**src/rtl/btn_event_pkg.sv**
```systemverilog
// Shared definitions for the button event controller: FSM state encoding
// and counter sizing.
package btn_event_pkg;

    localparam logic [2:0] ST_IDLE        = 3'd0;
    localparam logic [2:0] ST_ARM_PRESS   = 3'd1;
    localparam logic [2:0] ST_PRESSED     = 3'd2;
    localparam logic [2:0] ST_HELD        = 3'd3;
    localparam logic [2:0] ST_ARM_RELEASE = 3'd4;

    // Bits needed to hold max(a, b) without wrapping; never less than one bit.
    function automatic int cnt_width(input int a, input int b);
        int m;
        m = (a > b) ? a : b;
        return (m < 1) ? 1 : $clog2(m + 1);
    endfunction

endpackage

```
**src/rtl/btn_event_chan.sv**
```systemverilog
// One button channel: input synchroniser, debounce FSM, hold/repeat timing
// and registered event pulses.
module btn_event_chan
    import btn_event_pkg::*;
#(
    parameter int SYNC_STAGES     = 2,
    parameter int DEBOUNCE_CYCLES = 20000,
    parameter int HOLD_CYCLES     = 10000000,
    parameter int REPEAT_CYCLES   = 2000000,
    parameter int BTN_ACTIVE_LOW  = 0
) (
    input  logic clk,
    input  logic reset_n,
    input  logic btn,
    input  logic event_en,
    output logic level,
    output logic press,
    output logic release_pulse,
    output logic hold,
    output logic repeat_pulse,
    output logic toggle
);

    localparam int HW = cnt_width(HOLD_CYCLES, REPEAT_CYCLES);
    localparam int DW = cnt_width(DEBOUNCE_CYCLES, 0);
    localparam logic [HW-1:0] HOLD_LAST = HW'(HOLD_CYCLES - 1);
    localparam logic [HW-1:0] REP_LAST  = HW'((REPEAT_CYCLES > 0) ? REPEAT_CYCLES - 1 : 0);
    localparam logic [HW-1:0] HCNT_MAX  = {HW{1'b1}};
    localparam logic [DW-1:0] DEB_LAST  = DW'(DEBOUNCE_CYCLES - 1);

    logic                   raw;
    logic [SYNC_STAGES-1:0] sync;
    logic                   synced;
    logic [2:0]             state, state_nxt;
    logic [DW-1:0]          dbc, dbc_nxt;
    logic [HW-1:0]          hcnt, hcnt_nxt;
    logic                   held, held_nxt;
    logic                   press_ev, release_ev, hold_ev, repeat_ev;

    assign raw    = (BTN_ACTIVE_LOW != 0) ? ~btn : btn;
    assign synced = sync[SYNC_STAGES-1];

    always_comb begin
        state_nxt  = state;
        dbc_nxt    = dbc;
        hcnt_nxt   = hcnt;
        held_nxt   = held;
        press_ev   = 1'b0;
        release_ev = 1'b0;
        hold_ev    = 1'b0;
        repeat_ev  = 1'b0;

        // Hold/repeat timing keeps running through a release bounce; pulses
        // only come out of the state that owns them.
        if (state == ST_PRESSED || state == ST_HELD || state == ST_ARM_RELEASE) begin
            if (!held) begin
                if (hcnt == HOLD_LAST) begin
                    held_nxt = 1'b1;
                    hcnt_nxt = '0;
                    hold_ev  = (state == ST_PRESSED);
                end else if (hcnt != HCNT_MAX) begin
                    hcnt_nxt = hcnt + 1'b1;
                end
            end else if (REPEAT_CYCLES > 0) begin
                if (hcnt == REP_LAST) begin
                    hcnt_nxt  = '0;
                    repeat_ev = (state == ST_HELD);
                end else if (hcnt != HCNT_MAX) begin
                    hcnt_nxt = hcnt + 1'b1;
                end
            end
        end

        case (state)
            ST_IDLE: begin
                if (synced) begin
                    if (DEBOUNCE_CYCLES == 1) begin
                        state_nxt = ST_PRESSED;
                        press_ev  = 1'b1;
                    end else begin
                        state_nxt = ST_ARM_PRESS;
                        dbc_nxt   = DW'(1);
                    end
                end
            end
            ST_ARM_PRESS: begin
                if (!synced) begin
                    state_nxt = ST_IDLE;
                    dbc_nxt   = '0;
                end else if (dbc == DEB_LAST) begin
                    state_nxt = ST_PRESSED;
                    press_ev  = 1'b1;
                end else begin
                    dbc_nxt = dbc + 1'b1;
                end
            end
            ST_PRESSED, ST_HELD: begin
                if (!synced) begin
                    if (DEBOUNCE_CYCLES == 1) begin
                        state_nxt  = ST_IDLE;
                        release_ev = 1'b1;
                    end else begin
                        state_nxt = ST_ARM_RELEASE;
                        dbc_nxt   = DW'(1);
                    end
                end else if (held_nxt) begin
                    state_nxt = ST_HELD;
                end
            end
            ST_ARM_RELEASE: begin
                if (synced) begin
                    state_nxt = held_nxt ? ST_HELD : ST_PRESSED;
                    dbc_nxt   = '0;
                end else if (dbc == DEB_LAST) begin
                    state_nxt  = ST_IDLE;
                    release_ev = 1'b1;
                end else begin
                    dbc_nxt = dbc + 1'b1;
                end
            end
            default: state_nxt = ST_IDLE;
        endcase

        if (press_ev) begin
            hcnt_nxt = '0;
            held_nxt = 1'b0;
            dbc_nxt  = '0;
        end
        if (release_ev) begin
            hcnt_nxt  = '0;
            held_nxt  = 1'b0;
            dbc_nxt   = '0;
            hold_ev   = 1'b0;
            repeat_ev = 1'b0;
        end
    end

    always_ff @(posedge clk) begin
        if (!reset_n) begin
            sync          <= '0;
            state         <= ST_IDLE;
            dbc           <= '0;
            hcnt          <= '0;
            held          <= 1'b0;
            level         <= 1'b0;
            press         <= 1'b0;
            release_pulse <= 1'b0;
            hold          <= 1'b0;
            repeat_pulse  <= 1'b0;
            toggle        <= 1'b0;
        end else begin
            sync          <= {sync[SYNC_STAGES-2:0], raw};
            state         <= state_nxt;
            dbc           <= dbc_nxt;
            hcnt          <= hcnt_nxt;
            held          <= held_nxt;
            level         <= (state_nxt != ST_IDLE) && (state_nxt != ST_ARM_PRESS);
            press         <= press_ev & event_en;
            release_pulse <= release_ev & event_en;
            hold          <= hold_ev & event_en;
            repeat_pulse  <= repeat_ev & event_en;
            toggle        <= toggle ^ (press_ev & event_en);
        end
    end

endmodule

```
**src/rtl/btn_event_ctrl.sv**
```systemverilog
// Multi-channel button event controller: one independent debounce/event
// channel per button input.
module btn_event_ctrl
    import btn_event_pkg::*;
#(
    parameter int BTN_COUNT       = 2,
    parameter int SYNC_STAGES     = 2,
    parameter int DEBOUNCE_CYCLES = 20000,
    parameter int HOLD_CYCLES     = 10000000,
    parameter int REPEAT_CYCLES   = 2000000,
    parameter int BTN_ACTIVE_LOW  = 0
) (
    input  logic                 clk,
    input  logic                 reset_n,
    input  logic [BTN_COUNT-1:0] btn,
    input  logic [BTN_COUNT-1:0] event_en,
    output logic [BTN_COUNT-1:0] level,
    output logic [BTN_COUNT-1:0] press,
    output logic [BTN_COUNT-1:0] release_pulse,
    output logic [BTN_COUNT-1:0] hold,
    output logic [BTN_COUNT-1:0] repeat_pulse,
    output logic [BTN_COUNT-1:0] toggle
);

    for (genvar i = 0; i < BTN_COUNT; i++) begin : gen_chan
        btn_event_chan #(
            .SYNC_STAGES     (SYNC_STAGES),
            .DEBOUNCE_CYCLES (DEBOUNCE_CYCLES),
            .HOLD_CYCLES     (HOLD_CYCLES),
            .REPEAT_CYCLES   (REPEAT_CYCLES),
            .BTN_ACTIVE_LOW  (BTN_ACTIVE_LOW)
        ) u_chan (
            .clk           (clk),
            .reset_n       (reset_n),
            .btn           (btn[i]),
            .event_en      (event_en[i]),
            .level         (level[i]),
            .press         (press[i]),
            .release_pulse (release_pulse[i]),
            .hold          (hold[i]),
            .repeat_pulse  (repeat_pulse[i]),
            .toggle        (toggle[i])
        );
    end

endmodule

```
**config.mk**
```make
export PLATFORM = sky130hd
export DESIGN_NAME = btn_event_ctrl
export DESIGN_NICKNAME = d
export VERILOG_FILES = /design/src/rtl/btn_event_pkg.sv /design/src/rtl/btn_event_chan.sv /design/src/rtl/btn_event_ctrl.sv
export SDC_FILE = /design/constraint.sdc
export NUM_CORES = 1
export LEC_CHECK = 0
export CAP_MARGIN = 20
export CORE_UTILIZATION = 60
export CTS_CLUSTER_DIAMETER = 150
export CTS_CLUSTER_SIZE = 20
export DETAILED_ROUTE_END_ITERATION = 10
export GPL_TIMING_DRIVEN = 1
export PLACE_DENSITY = 0.78
export SYNTH_ARGS = -nofsm -noshare
export SYNTH_HDL_FRONTEND = slang
export SYNTH_SLANG_ARGS = --single-unit
```
**constraint.sdc**
```tcl
create_clock -name clk -period 3.5 [get_ports clk]
set_input_delay 0.525 -clock clk [delete_from_list [all_inputs] [get_ports clk]]
set_output_delay 0.525 -clock clk [all_outputs]
set_load 0.01 [all_outputs]
```
==> out/summary.json <==
{
  "timing": {
    "final.setup.tns_ps": 0,
    "setup-violations-final": 0,
    "finalHoldViolations": 0,
    "rsz_0062_raised_after_global_routing": "false",
    "relSlewSlack_pct": 37.7,
    "worst-slew-pin-transition_ps": 927,
    "final.period_utilization_pct": 67.4,
    "clock.fmax_mhz": 424,
    "timing.final.max_slew_violations": 0,
    "skew_ps": 7.13,
    "period_minus_slack_ps": 2360
  },
  "synthesis": {
    "synth.net_count": 637,
    "yosysUniqueCellTypes": 56,
    "synth.ff_latch_count": 102,
    "avgSynthCellArea_um2": 8.35,
    "synth_edf_count": 0,
    "seq_area_frac_synth_pct": 39.0,
    "yosys_most_used_dff": "dfxtp_1",
    "yosysWarnings": 0,
    "synth.largest_area_cell": "dfxtp_1",
    "synth_largest_type_area_fraction_pct": 39.0,
    "netlist_instances": 627,
    "synth_async_sr_flop_share_pct": 0,
    "synth.area.top_cells": "dfxtp_1 39%, xnor2_1 6.7%, nor2_1 6.0%",
    "mappedNetlistArea_um2": 5230
  },
  "global_routing": {
    "grt_pass1_vias": 4002,
    "grt_max_degree": 25,
    "grt_usage_pct": 24.2,
    "grt_pass1_wl_mm": 17.6,
    "antenna_found_initial": 0,
    "overflow": 0
  },
  "clock_network": {
    "clock_tree_from_tritoncts": "yes",
    "cts_htree_levels": 3,
    "post-cts-setup-buffer-count": 0,
    "worstSkewPairLatency_ps": 360,
    "cts_inserted_buffers": 9,
    "cts.reportedPaths.clkPinSlew_ps": 90,
    "clock-root-buffer": "clkbuf_8",
    "cts.repair.resized": 0,
    "cts_hold_repair.buffers": 0,
    "clockBufferDepth": 2,
    "clock_sink_count": 102
  },
  "setup_path": {
    "timing.critical_path.arrival_ps": 2590,
    "worst_ep_required_time_ps": 3730,
    "worst-setup-path-type": "register to register",
    "worstPathMaxFanout": 24,
    "worst_r2r_path_depth": 5,
    "kind_of_end_point_of_the_critical_path": "register",
    "setup.worst_path.start_class": "register"
  },
  "die": {
    "starting_density_of_the_core_pct": 62.8,
    "die-width_um": 95.4,
    "chip_height_um": 95.4,
    "floorplan.io_pins": 18,
    "design.core.area_um2": 8340,
    "design.die.area_um2": 9100,
    "placement_rows": 33
  },
  "run_status": {
    "status": "complete, no violations"
  },
  "final_layout": {
    "areaGrowthSynthToFinish_pct": 6.34,
    "number_of_inserted_diodes": 0,
    "layout-drive-gt1-share_pct": 5.44,
    "final_area_um2": 5570,
    "nets": 630
  },
  "pwr": {
    "power.density_nw_per_um2": 370,
    "power.static_leakage_nw": 1.75,
    "vdd.ir_drop.worst_uv": 276
  },
  "placement": {
    "detailedPlacementHpwl_mm": 7.48,
    "gp_routability_congestion": 0.879,
    "postPlaceCellArea_um2": 5330,
    "place.port_buffers": 17
  },
  "min_path": {
    "min_delay_path_depth": 1,
    "hold_path.class": "register to register"
  },
  "detailed_routing": {
    "vias": 4455,
    "drtAntennaViolNets": 0,
    "route.detailed.wl_per_inst_um": 14.3,
    "detail_route.vias_per_cell": 6.10,
    "detailedRoute.firstIterationViolations": 187,
    "wirelength_mm": 10.4,
    "remaining_drc_errors": 0,
    "drt-pass1-iter-count": 4
  },
  "job": {
    "max_cap_viol_count": 0
  }
}
per-layer routing:
metal	track usage (%)	part of all wire (%)
met1	31.5	47
met2	40.2	48
met3	4.15	3.4
met4	8.71	1.5
met5	0	0
placed cells by master, fill, tap and decap left out, types with 3 or more instances in the layout:
cell and instances:
dfxtp_1 102, nor2_1 84, xnor2_1 40, nand2_1 38, nand3_1 29, nor3_1 25, a21oi_1 25, nand4_1 24
nor4_1 24, xor2_1 18, o21ai_0 17, clkdlybuf4s50_1 17, inv_1 15, a211oi_1 13, and3_1 12, and2_1 11
clkbuf_8 11, o2111ai_1 9, nor4b_1 8, and4_1 8, or3_1 7, a21o_1 6, or4_1 6, o211ai_1 6
nor2b_1 5, nor3b_1 5, mux2i_1 5, nand2b_1 4, nand3b_1 4, or2_2 4, a31oi_1 4, ha_1 4
o22ai_1 3, or3b_2 3
logic make-up (layout without fill, tap and decap cells):
logic type      Yosys count  in the layout  synth area share, %
fa+ha+maj                 4              4                0.956
simple gates            309            309                 32.0
buf+inv                  52             50                 5.24
xor+xnor                 58             58                 9.71
mux                       5              5                0.956
compound gates           97             97                 12.1
flops                   102            102                 39.0
worst paths after layout:
check                                                            start                                      end  slack, ps
worst max-delay path            gen_chan[0].u_chan.state[2]$_SDFF_PN0_  gen_chan[0].u_chan.hcnt[5]$_SDFFE_PP0N_       1140
worst min register to register   gen_chan[0].u_chan.sync[0]$_SDFF_PN0_    gen_chan[0].u_chan.sync[1]$_SDFF_PN0_        440
worst max register to register  gen_chan[0].u_chan.state[2]$_SDFF_PN0_  gen_chan[0].u_chan.hcnt[5]$_SDFFE_PP0N_       1140
worst min-delay path             gen_chan[0].u_chan.sync[0]$_SDFF_PN0_    gen_chan[0].u_chan.sync[1]$_SDFF_PN0_        440
power breakdown:
group          internal [mW]  total, mW  switching, mW
Sequential              1.16       1.17        0.00766
Combinational         0.0190     0.0544         0.0354
Clock                  0.442      0.832          0.390
critical path, stage by stage (launching register included):
cell and delay (ps):
dfxtp_1 520, or3b_2 530, a21o_1 200, o21ai_1 360
a31o_2 520, nor2_1 110
cells in the mapped netlist (all sizes together) (2+ instances only):
cell type	count
and2	11
o211a	2
ha	4
dfxtp	102
a31oi	4
and3	12
or3	7
mux2i	5
and4	8
nand3	29
o211ai	6
nand2	38
nor2	84
nor2b	5
or3b	4
buf	23
o22ai	3
or4	6
nor3	26
o21ai	19
or2	4
a21o	7
nand3b	4
inv	15
a21oi	25
nor3b	6
nor4b	9
a211oi	13
nand2b	4
or4b	2
xor2	18
o2111ai	9
xnor2	40
nor4	24
clkbuf	14
nand4	25
registers in the layout, summed over array words and instances, names as in the netlist:
signal	cells
gen_chan.u_chan.hcnt	48
gen_chan.u_chan.dbc	30
gen_chan.u_chan.state	6
gen_chan.u_chan.sync	4
gen_chan.u_chan.held	2
gen_chan.u_chan.hold	2
gen_chan.u_chan.level	2
gen_chan.u_chan.press	2
gen_chan.u_chan.release_pulse	2
gen_chan.u_chan.repeat_pulse	2
gen_chan.u_chan.toggle	2
per-stage QoR:
| step | utilization (%) | std cells | power [mW] | hold WS, ps | setup WS [ps] |
|---|---|---|---|---|---|
| floorplan | - | 627 | 1.24 | 412 | 1500 |
| global placement | 63.9 | 714 | 1.25 | 416 | 1150 |
| detailed placement | 63.9 | 714 | 1.25 | 424 | 1090 |
| CTS | 66.7 | 730 | 2.08 | 446 | 1160 |
| global route | 66.7 | 730 | 2.14 | 472 | 975 |
| finish | 66.7 | 730 | 2.06 | 440 | 1140 |
final cells by class:
class                   instances  area [um2]
fillers                       716        2780
clock inverters                 5        81.3
inverters                      15        56.3
clock buffers                  11         151
repair buffers                 19         185
multi-input cells             473        2920
well taps                     105         131
flip-flops and latches        102        2040
No activity file was read; power rests on OpenSTA's default activity.
